### src/rtl/logic_unit_pkg.sv
// rtl/logic_unit_pkg.sv - opcode definitions shared by the logic unit pipeline
package logic_unit_pkg;

    localparam int OP_W = 3;

    typedef enum logic [OP_W-1:0] {
        OP_AND  = 3'd0,
        OP_OR   = 3'd1,
        OP_XOR  = 3'd2,
        OP_NAND = 3'd3,
        OP_NOR  = 3'd4,
        OP_XNOR = 3'd5,
        OP_SLL  = 3'd6,
        OP_SRL  = 3'd7
    } op_e;

endpackage

### src/rtl/logic_op_core.sv
// rtl/logic_op_core.sv - combinational bitwise/shift operation core
module logic_op_core
    import logic_unit_pkg::*;
#(
    parameter int WIDTH = 16,
    parameter int SH_W  = $clog2(WIDTH)
) (
    input  op_e              op,
    input  logic [WIDTH-1:0] A,
    input  logic [WIDTH-1:0] B,
    output logic [WIDTH-1:0] Y
);

    logic [SH_W-1:0] shamt;

    // Shifts only look at the low bits of B, so oversized amounts wrap rather than flush.
    assign shamt = B[SH_W-1:0];

    always_comb begin
        Y = '0;
        unique case (op)
            OP_AND:  Y = A & B;
            OP_OR:   Y = A | B;
            OP_XOR:  Y = A ^ B;
            OP_NAND: Y = ~(A & B);
            OP_NOR:  Y = ~(A | B);
            OP_XNOR: Y = ~(A ^ B);
            OP_SLL:  Y = A << shamt;
            OP_SRL:  Y = A >> shamt;
            default: Y = '0;
        endcase
    end

endmodule

### src/rtl/logic_unit_pipe.sv
// rtl/logic_unit_pipe.sv - two-stage valid/ready pipelined logic unit with zero/neg flags
module logic_unit_pipe
    import logic_unit_pkg::*;
#(
    parameter int WIDTH = 16,
    parameter int SH_W  = $clog2(WIDTH)
) (
    input  logic             clk,
    input  logic             rst_n,
    input  logic             in_valid,
    output logic             in_ready,
    input  logic [OP_W-1:0]  op,
    input  logic [WIDTH-1:0] A,
    input  logic [WIDTH-1:0] B,
    output logic             out_valid,
    input  logic             out_ready,
    output logic [WIDTH-1:0] Y,
    output logic             zero,
    output logic             neg
);

    logic             s1_v_q, s1_v_d;
    op_e              s1_op_q, s1_op_d;
    logic [WIDTH-1:0] s1_a_q, s1_a_d;
    logic [WIDTH-1:0] s1_b_q, s1_b_d;
    logic             s2_v_q, s2_v_d;
    logic [WIDTH-1:0] y_q, y_d;
    logic             zero_q, zero_d;
    logic             neg_q, neg_d;

    logic             s1_load;
    logic             s2_load;
    logic [WIDTH-1:0] core_y;

    // S1 may refill whenever S2 is free or draining on this same edge.
    assign in_ready = !s1_v_q || !s2_v_q || out_ready;
    assign s1_load  = in_valid && in_ready;
    assign s2_load  = s1_v_q && (!s2_v_q || out_ready);

    logic_op_core #(
        .WIDTH (WIDTH),
        .SH_W  (SH_W)
    ) u_core (
        .op (s1_op_q),
        .A  (s1_a_q),
        .B  (s1_b_q),
        .Y  (core_y)
    );

    always_comb begin
        s1_v_d  = s1_v_q;
        s1_op_d = s1_op_q;
        s1_a_d  = s1_a_q;
        s1_b_d  = s1_b_q;
        s2_v_d  = s2_v_q;
        y_d     = y_q;
        zero_d  = zero_q;
        neg_d   = neg_q;

        if (s1_load) begin
            s1_v_d  = 1'b1;
            s1_op_d = op_e'(op);
            s1_a_d  = A;
            s1_b_d  = B;
        end else if (s2_load) begin
            s1_v_d  = 1'b0;
        end

        if (s2_load) begin
            s2_v_d = 1'b1;
            y_d    = core_y;
            zero_d = (core_y == '0);
            neg_d  = core_y[WIDTH-1];
        end else if (out_ready) begin
            s2_v_d = 1'b0;
        end
    end

    always_ff @(posedge clk or negedge rst_n) begin
        if (!rst_n) begin
            s1_v_q  <= 1'b0;
            s1_op_q <= OP_AND;
            s1_a_q  <= '0;
            s1_b_q  <= '0;
            s2_v_q  <= 1'b0;
            y_q     <= '0;
            zero_q  <= 1'b1;
            neg_q   <= 1'b0;
        end else begin
            s1_v_q  <= s1_v_d;
            s1_op_q <= s1_op_d;
            s1_a_q  <= s1_a_d;
            s1_b_q  <= s1_b_d;
            s2_v_q  <= s2_v_d;
            y_q     <= y_d;
            zero_q  <= zero_d;
            neg_q   <= neg_d;
        end
    end

    assign out_valid = s2_v_q;
    assign Y         = y_q;
    assign zero      = zero_q;
    assign neg       = neg_q;

endmodule
### config.mk
export PLATFORM = sky130hd
export DESIGN_NAME = logic_unit_pipe
export DESIGN_NICKNAME = d
export VERILOG_FILES = /design/src/rtl/logic_unit_pkg.sv /design/src/rtl/logic_op_core.sv /design/src/rtl/logic_unit_pipe.sv
export SDC_FILE = /design/constraint.sdc
export NUM_CORES = 1
export LEC_CHECK = 0
export ABC_CLOCK_PERIOD_IN_PS = 2250
export BUFFER_PORTS_ARGS = -buffer_cell sky130_fd_sc_hd__buf_2
export CAP_MARGIN = 20
export CORE_ASPECT_RATIO = 1.1
export CORE_MARGIN = 1.5
export CORE_UTILIZATION = 50
export DETAILED_ROUTE_END_ITERATION = 10
export PLACE_DENSITY_LB_ADDON = 0.1
export SETUP_SLACK_MARGIN = 0.3
export SYNTH_ARGS = -nofsm -noshare
export SYNTH_HDL_FRONTEND = slang
export SYNTH_SLANG_ARGS = --single-unit
### constraint.sdc
create_clock -name clk -period 2.25 [get_ports clk]
set_input_delay 0.45 -clock clk [delete_from_list [all_inputs] [get_ports clk]]
set_output_delay 0.45 -clock clk [all_outputs]
set_load 0.01 [all_outputs]
### Yosys cells after proc, flatten, opt, wreduce, memory -nomap -nowiden

Cells that the tools add are included.

| word-level totals | value |
|---|---|
| memories | 0 |
| bits of input ports | 39 |
| word-level logic and storage cells | 39 |
| register bits | 55 |
| bits in read-only memories | 0 |
| bits in latches | 0 |
| RAM bits | 0 |

| cells by class | value |
|---|---|
| divide/modulo/power cells | 0 |
| $add $sub $neg | 0 |
| multipliers | 0 |
| reduce and logical (&&, ||, !) cells | 11 |
| bitwise logic cells | 6 |
| mux-type cells | 5 |
| $lt $le $gt $ge | 0 |
| eq/ne operators | 7 |
| shift-type cells | 2 |

Operators by type and width:

| kind | count |
|---|---|
| $pmux 16 s8 | 1 |
| $not 16->16 | 3 |
| $and 16x16->16 | 1 |
| $logic_not 16->1 | 1 |
| $or 16x16->16 | 1 |
| $shl 16x4->16 | 1 |
| $shr 16x4->16 | 1 |
| $xor 16x16->16 | 1 |
| $eq 3x3->1 const B | 4 |
| $eq 3x2->1 const B | 2 |
| $mux 1 | 4 |
| $reduce_bool 2->1 | 2 |
| $eq 3x1->1 const B | 1 |
| $logic_not 3->1 | 1 |
| $logic_or 1x1->1 | 3 |
| $logic_and 1x1->1 | 2 |
| $logic_not 1->1 | 2 |

### Longest topological paths before layout

Gate-level depths: netlist of run 1.

| logic depth | value |
|---|---|
| word-level depth | 5 |
| gate-level depth with buffers | 10 |

### By module

Synthesis of run 1 repeated with hierarchy kept, for this count alone.

| second synthesis, totals | value |
|---|---|
| cell total of the unflattened synthesis | 469 |
| area total of the unflattened synthesis | 4813.4 µm² |

By module, submodules not included:

| module | cells each | sequential area each (µm²) | instances | area each (µm²) |
|---|---|---|---|---|
| logic_op_core | 346 | 0.0 | 1 | 2582.5 |
| logic_unit_pipe | 123 | 1352.5 | 1 | 2230.9 |

### Worst setup path after synthesis of run 1

OpenSTA, ideal clock, no wires.

| timing path | value |
|---|---|
| path type | register -> register |
| start | register s1_b_q[1] |
| end | register zero_q, in the netlist zero |
| path buffers | 2 |
| data required time | 2.164 ns |
| setup slack | -0.192 ns |
| arrival time | 2.356 ns |
| cell stages (with the launch flop) | 11 |
| cells stage by stage | dfrtp_1 -> buf_2 -> inv_2 -> clkbuf_1 -> ha_1 -> o2bb2ai_1 -> a222oi_1 -> o211ai_1 -> o22ai_1 -> nand4b_1 -> o31ai_2 |

| on the way | value |
|---|---|
| word-level cells in the longest chain between the ends | 4 |
| elaborated cells on any way between the ends | 10 |
| classes of those cells | shift: 2; mux: 1; bitwise: 6; reduce/logical: 1 |

RTL lines:

| what | RTL line | source |
|---|---|---|
| start, declared | logic_unit_pipe.sv:25 | `logic [WIDTH-1:0] s1_b_q, s1_b_d;` |
| start signal, assigned | logic_unit_pipe.sv:84 | `s1_b_q <= '0;` |
| start signal, assigned | logic_unit_pipe.sv:93 | `s1_b_q <= s1_b_d;` |
| parallel branches: the longest is 2 deep, another holds $shr 16x4->16 | - |  |
| $pmux 16 s8 * | logic_op_core.sv:21 | `unique case (op)` |
| $logic_not 16->1 * | logic_unit_pipe.sv:72 | `zero_d = (core_y == '0);` |
| end signal, assigned | logic_unit_pipe.sv:96 | `zero_q <= zero_d;` |
| end, declared | logic_unit_pipe.sv:28 | `logic zero_q, zero_d;` |

Mark *: on every way between the ends.
A chain may end at the register's enable or synchronous reset.

### Final worst setup path of run 1

| timing path | value |
|---|---|
| start | register s1_b_q[0] |
| end | register zero_q, in the netlist zero |

The elaborated chain is that of the path after synthesis.

==> flow_summary.ini, run 1 <==
[worst_setup_path]
rrSetupSlack_ns = -0.37
critical_path_class = reg -> reg
r2r_start = s1_b_q[0]$_DFFE_PN0P_
cp_data_arrival_time_ns = 2.87
cp.required_ns = 2.50
cp_max_fo = 7
timing.rr.end = zero$_DFFE_PN1P_
end_kind = flop
critPathLaunchType = flop
rr_worst_depth = 8

[final_layout]
drive_gt1_share_pct = 50.38
fin_area_um2 = 6556
seq_area_um2 = 1365
multiInputGateArea_um2 = 3266
final_core_util_pct = 72.78
num-nets-final = 735
nFillCells = 706
num_antenna_cells = 0
area_growth_pct = 39.29

[status]
violations = negative setup slack
outcome = finished, violations left

[detailed_routing]
dr.pass1.iters = 5
drc = 0
antenna_left = 0
num_vias = 4797
drt-total-wl_um = 17080
routedWlPerCell_um = 21.99
vias_per_cell = 6.174
drt_iter0_drc = 433

[global_routing]
grt_pass1_vias = 4861
grt_pass1_wl_um = 25940
gr-total-overflow = 0
antenna_found_initial = 0
groute.usage.overall_pct = 34.68
grt_max_degree = 55

[floorplan]
die_x_um = 95.51
coreArea_um2 = 9009
start_util_pct = 52.25
io_pins = 59
die_y_um = 104.8
die_area_um2 = 10010
rows = 36

[timing]
fin_setup_tns_ns = -0.8053
final_max_slew_viol_count = 0
min_period_ns = 2.616
worst_pin_slew_ns = 0.7044
finalCritPeriodShare_pct = 116.3
setup_slack_ns = -0.3661
hold_violations = 0
fin_worst_skew_ns = 0.008328
setup_viol = 6
max_clock_freq_mhz = 382.3
rsz0062_at_grt = true
whs_ns = 0.2367
maxSlewHeadroom_pct = 53.04

[synth]
syn-num-nets = 561
avgSynthCellArea_um2 = 9.646
synth-main-ff-cell = dfrtp_1
synth_enable_flop_cells = 0
synth.most_common_cell = dfrtp_1
syn_area_um2 = 4707
synth_common_cells = dfrtp_1 (53), mux2_2 (47), nand2_1 (42)
synth-seq-cells = 54
synth_area_leaders = dfrtp_1 (28%), mux2_2 (11%), ha_1 (9.0%), mux4_2 (8.6%), nand2_1 (3.3%)
postSynth.asyncResetShare_pct = 100.0
seq_area_frac_synth_pct = 28.73
synth_cells = 488
synth_cell_type_count = 59
synth_top_area_share_pct = 28.18
ys_warn_count = 0
synth_largest_area_cell = dfrtp_1

[placed_design]
portBuffers = 58
dpl_worst_slack_ns = -0.3632
gp_congestion = 1.043
dp_hpwl_um = 12790
postPlaceCellArea_um2 = 6048

[clock_network]
ctsHoldBuffers = 0
clockBufferDepth = 2
cts-root-buf = clkbuf_8
clock_latency_ns = 0.33
numCtsBuffers = 5
cts.sink_count = 54
cts_tree = done
cts_max_level = 2
clk_pin_slew_ns = 0.11

[job]
max-cap-violations = 0

[power_and_ir_drop]
p_per_area_nw_per_um2 = 785.1
ir_drop_mv = 0.4749
leakagePower_nw = 3.054

[min_path]
worstHoldPathType = in -> async
[flip-flops by register name, indices dropped and copies added, names as in the netlist]
name       count
s1_a_q        16
s1_op_q        3
s1_b_q        16
Y             16
s1_v_q         1
zero           1
out_valid      1
[logic make-up after synthesis]
logic type | Yosys count | synth area share (%)
AO/OA/AOI/OAI | 119 | 18.69
adder cells (fa/ha/maj) | 34 | 9.038
buffers and inverters | 74 | 6.752
flip-flops | 54 | 28.73
multiplexers | 81 | 23.98
AND/OR/NAND/NOR | 126 | 12.81
[layout make-up]
| type | count | share of cell area, % |
|---|---|---|
| Multi-Input combinational cell | 360 | 49.81 |
| Tap cell | 114 | 2.176 |
| Clock inverter | 2 | 0.5725 |
| Clock buffer | 6 | 1.107 |
| Timing Repair Buffer | 206 | 23.38 |
| Inverter | 35 | 2.137 |
| Sequential cell | 54 | 20.82 |
[metrics by stage]
| stage | instances | power, W |
|---|---|---|
| 3_5_place_dp | 757 | 0.004121 |
| 3_3_place_gp | 757 | 0.004042 |
| 2_1_floorplan | 488 | 0.002846 |
| 4_1_cts | 767 | 0.004902 |
| 5_1_grt | 777 | 0.005442 |
| 6_report | 777 | 0.005147 |
[cell usage in the layout (no fill, tap or decap), types with 3 or more instances in the layout]
cell / instances
a211o_1: 4
dfrtp_1: 43
buf_4: 133
nand2b_1: 10
o2bb2ai_1: 12
a41o_1: 7
o22ai_1: 16
nor2_2: 6
o211ai_1: 5
nand3_1: 5
mux2_4: 5
ha_1: 32
buf_12: 5
a21o_1: 3
nand2_1: 42
or2_2: 3
a31oi_1: 3
buf_2: 58
o32ai_2: 3
mux2i_2: 3
buf_6: 7
nand4_1: 5
dfrtp_2: 10
nor3_1: 3
a222oi_1: 10
mux4_2: 18
nor2_1: 27
or3_1: 7
clkbuf_8: 5
inv_1: 32
o21ai_1: 6
mux2i_1: 9
mux2_2: 43
o21ai_0: 14
a21oi_1: 13
[routing by layer]
layer	GRT usage (%)	wire, um	up-vias
met1	44.21	6906	2323
li1	-	-	2180
met5	0	0	-
met4	13.97	615	0
met2	57.60	8444	240
met3	5.604	1116	54
[how the worst max path moves through the flow]
stage                           from          endpoint  slack (ns)  cells after the start
2_1_floorplan  s1_b_q[0]$_DFFE_PN0P_  zero$_DFFE_PN1P_       -0.15                      9
3_3_place_gp   s1_b_q[0]$_DFFE_PN0P_  zero$_DFFE_PN1P_       -0.31                      8
3_5_place_dp   s1_b_q[0]$_DFFE_PN0P_  zero$_DFFE_PN1P_       -0.36                      8
4_1_cts        s1_b_q[0]$_DFFE_PN0P_  zero$_DFFE_PN1P_       -0.34                      8
5_1_grt        s1_b_q[0]$_DFFE_PN0P_  zero$_DFFE_PN1P_       -0.43                      9
6_report       s1_b_q[0]$_DFFE_PN0P_  zero$_DFFE_PN1P_       -0.37                      8
[power breakdown]
part / internal (W) / switching, W / leakage [nW]
logic: 0.00159 / 0.00147 / 2.37
clock network: 0.000333 / 0.000359 / 0.0514
registers: 0.00118 / 0.000215 / 0.629
[critical path, stage by stage (launching register included)]
cell	delay, ns
dfrtp_2	0.48
clkbuf_16	0.20
mux4_2	0.48
mux2_2	0.30
nand2_1	0.07
a41o_1	0.22
nand4_1	0.10
or4b_4	0.51
o31ai_2	0.19
[repair_timing]
item / 4_1_cts / 5_1_grt
cloned: 0 / 2
endpoints found under the setup margin: 17 / 17
pin swaps: 2 / 4
resized for setup: 25 / 44
buffers inserted: 2 / 8
Note: power is estimated with default switching activity, not from simulation.
==> inputs of run 2 (changes only) <==
==> constraint.sdc (replaced) <==
create_clock -name clk -period 2.25 [get_ports clk]
set_input_delay 0.1125 -clock clk [delete_from_list [all_inputs] [get_ports clk]]
set_output_delay 0.1125 -clock clk [all_outputs]
set_load 0.01 [all_outputs]
==> flow_summary.ini, run 2 (same netlist as run 1, synthesis figures left out) <==
[worst_setup_path]
cp_num_cells = 10
path_cells = buf_4 -> buf_16 -> buf_4 -> mux2_4 -> o22ai_2 -> or4_1 -> a41o_1 -> nand2_1 -> or4b_4 -> o31ai_4
startpoint = s1_b_q[0]$_DFFE_PN0P_
rr_worst_depth = 10
end_kind = flop
r2r_start = s1_b_q[0]$_DFFE_PN0P_
path_buf_inv = 3
cp_max_fo = 13
cp_data_arrival_time_ns = 2.86
cpPeakStageDelay_ns = 0.54
path_common_cell = buf_4
critical_path_class = reg -> reg
critPathTopFamily = simple AND/OR/NAND/NOR gates
cp.required_ns = 2.49
critPathLaunchType = flop
cp_slowest_cell = or4b_4

[timing]
worst_pin_slew_ns = 0.4650
maxSlewHeadroom_pct = 69.00
setup_slack_ns = -0.3672
rsz0062_at_grt = true
min_period_ns = 2.617
hold_violations = 0
finalCritPeriodShare_pct = 116.3
fin_setup_tns_ns = -0.6956
max_clock_freq_mhz = 382.1
fin_worst_skew_ns = 0.01037
setup_viol = 6
final_max_slew_viol_count = 0

[detailed_routing]
drc = 0
dr.pass1.iters = 6
routedWlPerCell_um = 21.01
drt_iter0_drc = 390
antenna_left = 0
vias_per_cell = 6.176
drt-total-wl_um = 16600
num_vias = 4879

[final_layout]
fin_area_um2 = 6681
layout_common_cells = buf_4 (144), buf_2 (58), dfrtp_1 (43), mux2_2 (43), nand2_1 (42)
area_growth_pct = 41.95
final_common_cell = buf_4
drive_gt1_share_pct = 52.96
final_cells = 790
num_antenna_cells = 0
num-nets-final = 748

[floorplan]
io_pins = 59
die_x_um = 95.51
die_area_um2 = 10010
die_y_um = 104.8
start_util_pct = 52.25
rows = 36
coreArea_um2 = 9009

[clock_network]
clk_pin_slew_ns = 0.11
clockBufferDepth = 2
cts-root-buf = clkbuf_8
cts_tree = done
numCtsBuffers = 5
clock_latency_ns = 0.32
cts.sink_count = 54
cts_max_level = 2

[min_path]
worstHoldPathType = in -> reg
whs_path_depth = 2
hp-start = B[5]

[power_and_ir_drop]
ir_drop_mv = 0.4047
leakagePower_nw = 3.122
p_per_area_nw_per_um2 = 768.0

[global_routing]
gr-total-overflow = 0
antenna_found_initial = 0
groute.usage.overall_pct = 33.74
grt_pass1_wl_um = 25540
grt_max_degree = 55
grt_pass1_vias = 4842

[placed_design]
gp_congestion = 0.9968
dpl_worst_slack_ns = -0.3848
dp_hpwl_um = 12570
place_inst = 768
portBuffers = 58
postPlaceCellArea_um2 = 6106

[job]
max-cap-violations = 0

[status]
violations = negative setup slack
outcome = finished, violations left
-- run 2: cell types whose count changed in the layout (fill, tap and decap cells not counted), sizes merged --
cell	delta
buf	+12
inv	+1
bufinv	-1
clkinvlp	-1
dlygate4sd3	+2
clkinv	+1
clkbuf	-1
-- run 2: final timing paths --
check | slack (ns) | to
worst max-delay path | -0.37 | zero$_DFFE_PN1P_
min in group asynchronous | 0.31 | s1_b_q[10]$_DFFE_PN0P_
max in group asynchronous | 1.65 | zero$_DFFE_PN1P_
worst min-delay path | 0.008 | s1_b_q[5]$_DFFE_PN0P_
worst min register to register | 0.49 | Y[1]$_DFFE_PN0P_
worst max register to register | -0.37 | zero$_DFFE_PN1P_
-- run 2: timing repair --
item / 4_1_cts / 5_1_grt
hold endpoints to repair: 54 / 0
pin swaps: 6 / 6
gates cloned: 2 / 1
endpoints found under the setup margin: 17 / 17
resized for setup: 61 / 32
hold buffers: 2 / 0
buffers inserted: 6 / 3
-- run 2: power breakdown --
| group | total (W) | internal (W) | switching [W] | leakage, nW |
|---|---|---|---|---|
| sequential | 0.00139 | 0.00118 | 0.000212 | 0.629 |
| clock | 0.000609 | 0.000254 | 0.000355 | 0.0478 |
| combinational | 0.00313 | 0.00166 | 0.00147 | 2.45 |
-- run 2: area by class of cell --
cell class	count	area, um^2
fill	639	2327
tap	114	142.6
multi-input combinational	360	3306
clock buffer	6	82.58
inverter	35	145.1
sequential	54	1365
clock inverter	2	16.27
timing repair buffer	219	1624
-- run 2: stage by stage --
| step | utilization, % | hold slack, ns | power [W] |
|---|---|---|---|
| after floorplan | - | -0.1831 | 0.002846 |
| after global placement | 67.78 | 0.1247 | 0.004078 |
| after detailed placement | 67.78 | 0.1314 | 0.004135 |
| after CTS | 72.29 | 0.004685 | 0.004955 |
| after global routing | 74.17 | 0.003436 | 0.005415 |
| final | 74.17 | 0.008080 | 0.005131 |
-- run 2: layer usage --
metal	up-vias	track usage [%]	share of wire (%)
met5	-	0	0
met4	0	17.02	5.7
met3	74	5.095	7.4
met2	266	54.56	46
met1	2343	43.04	40
li1	2196	-	-
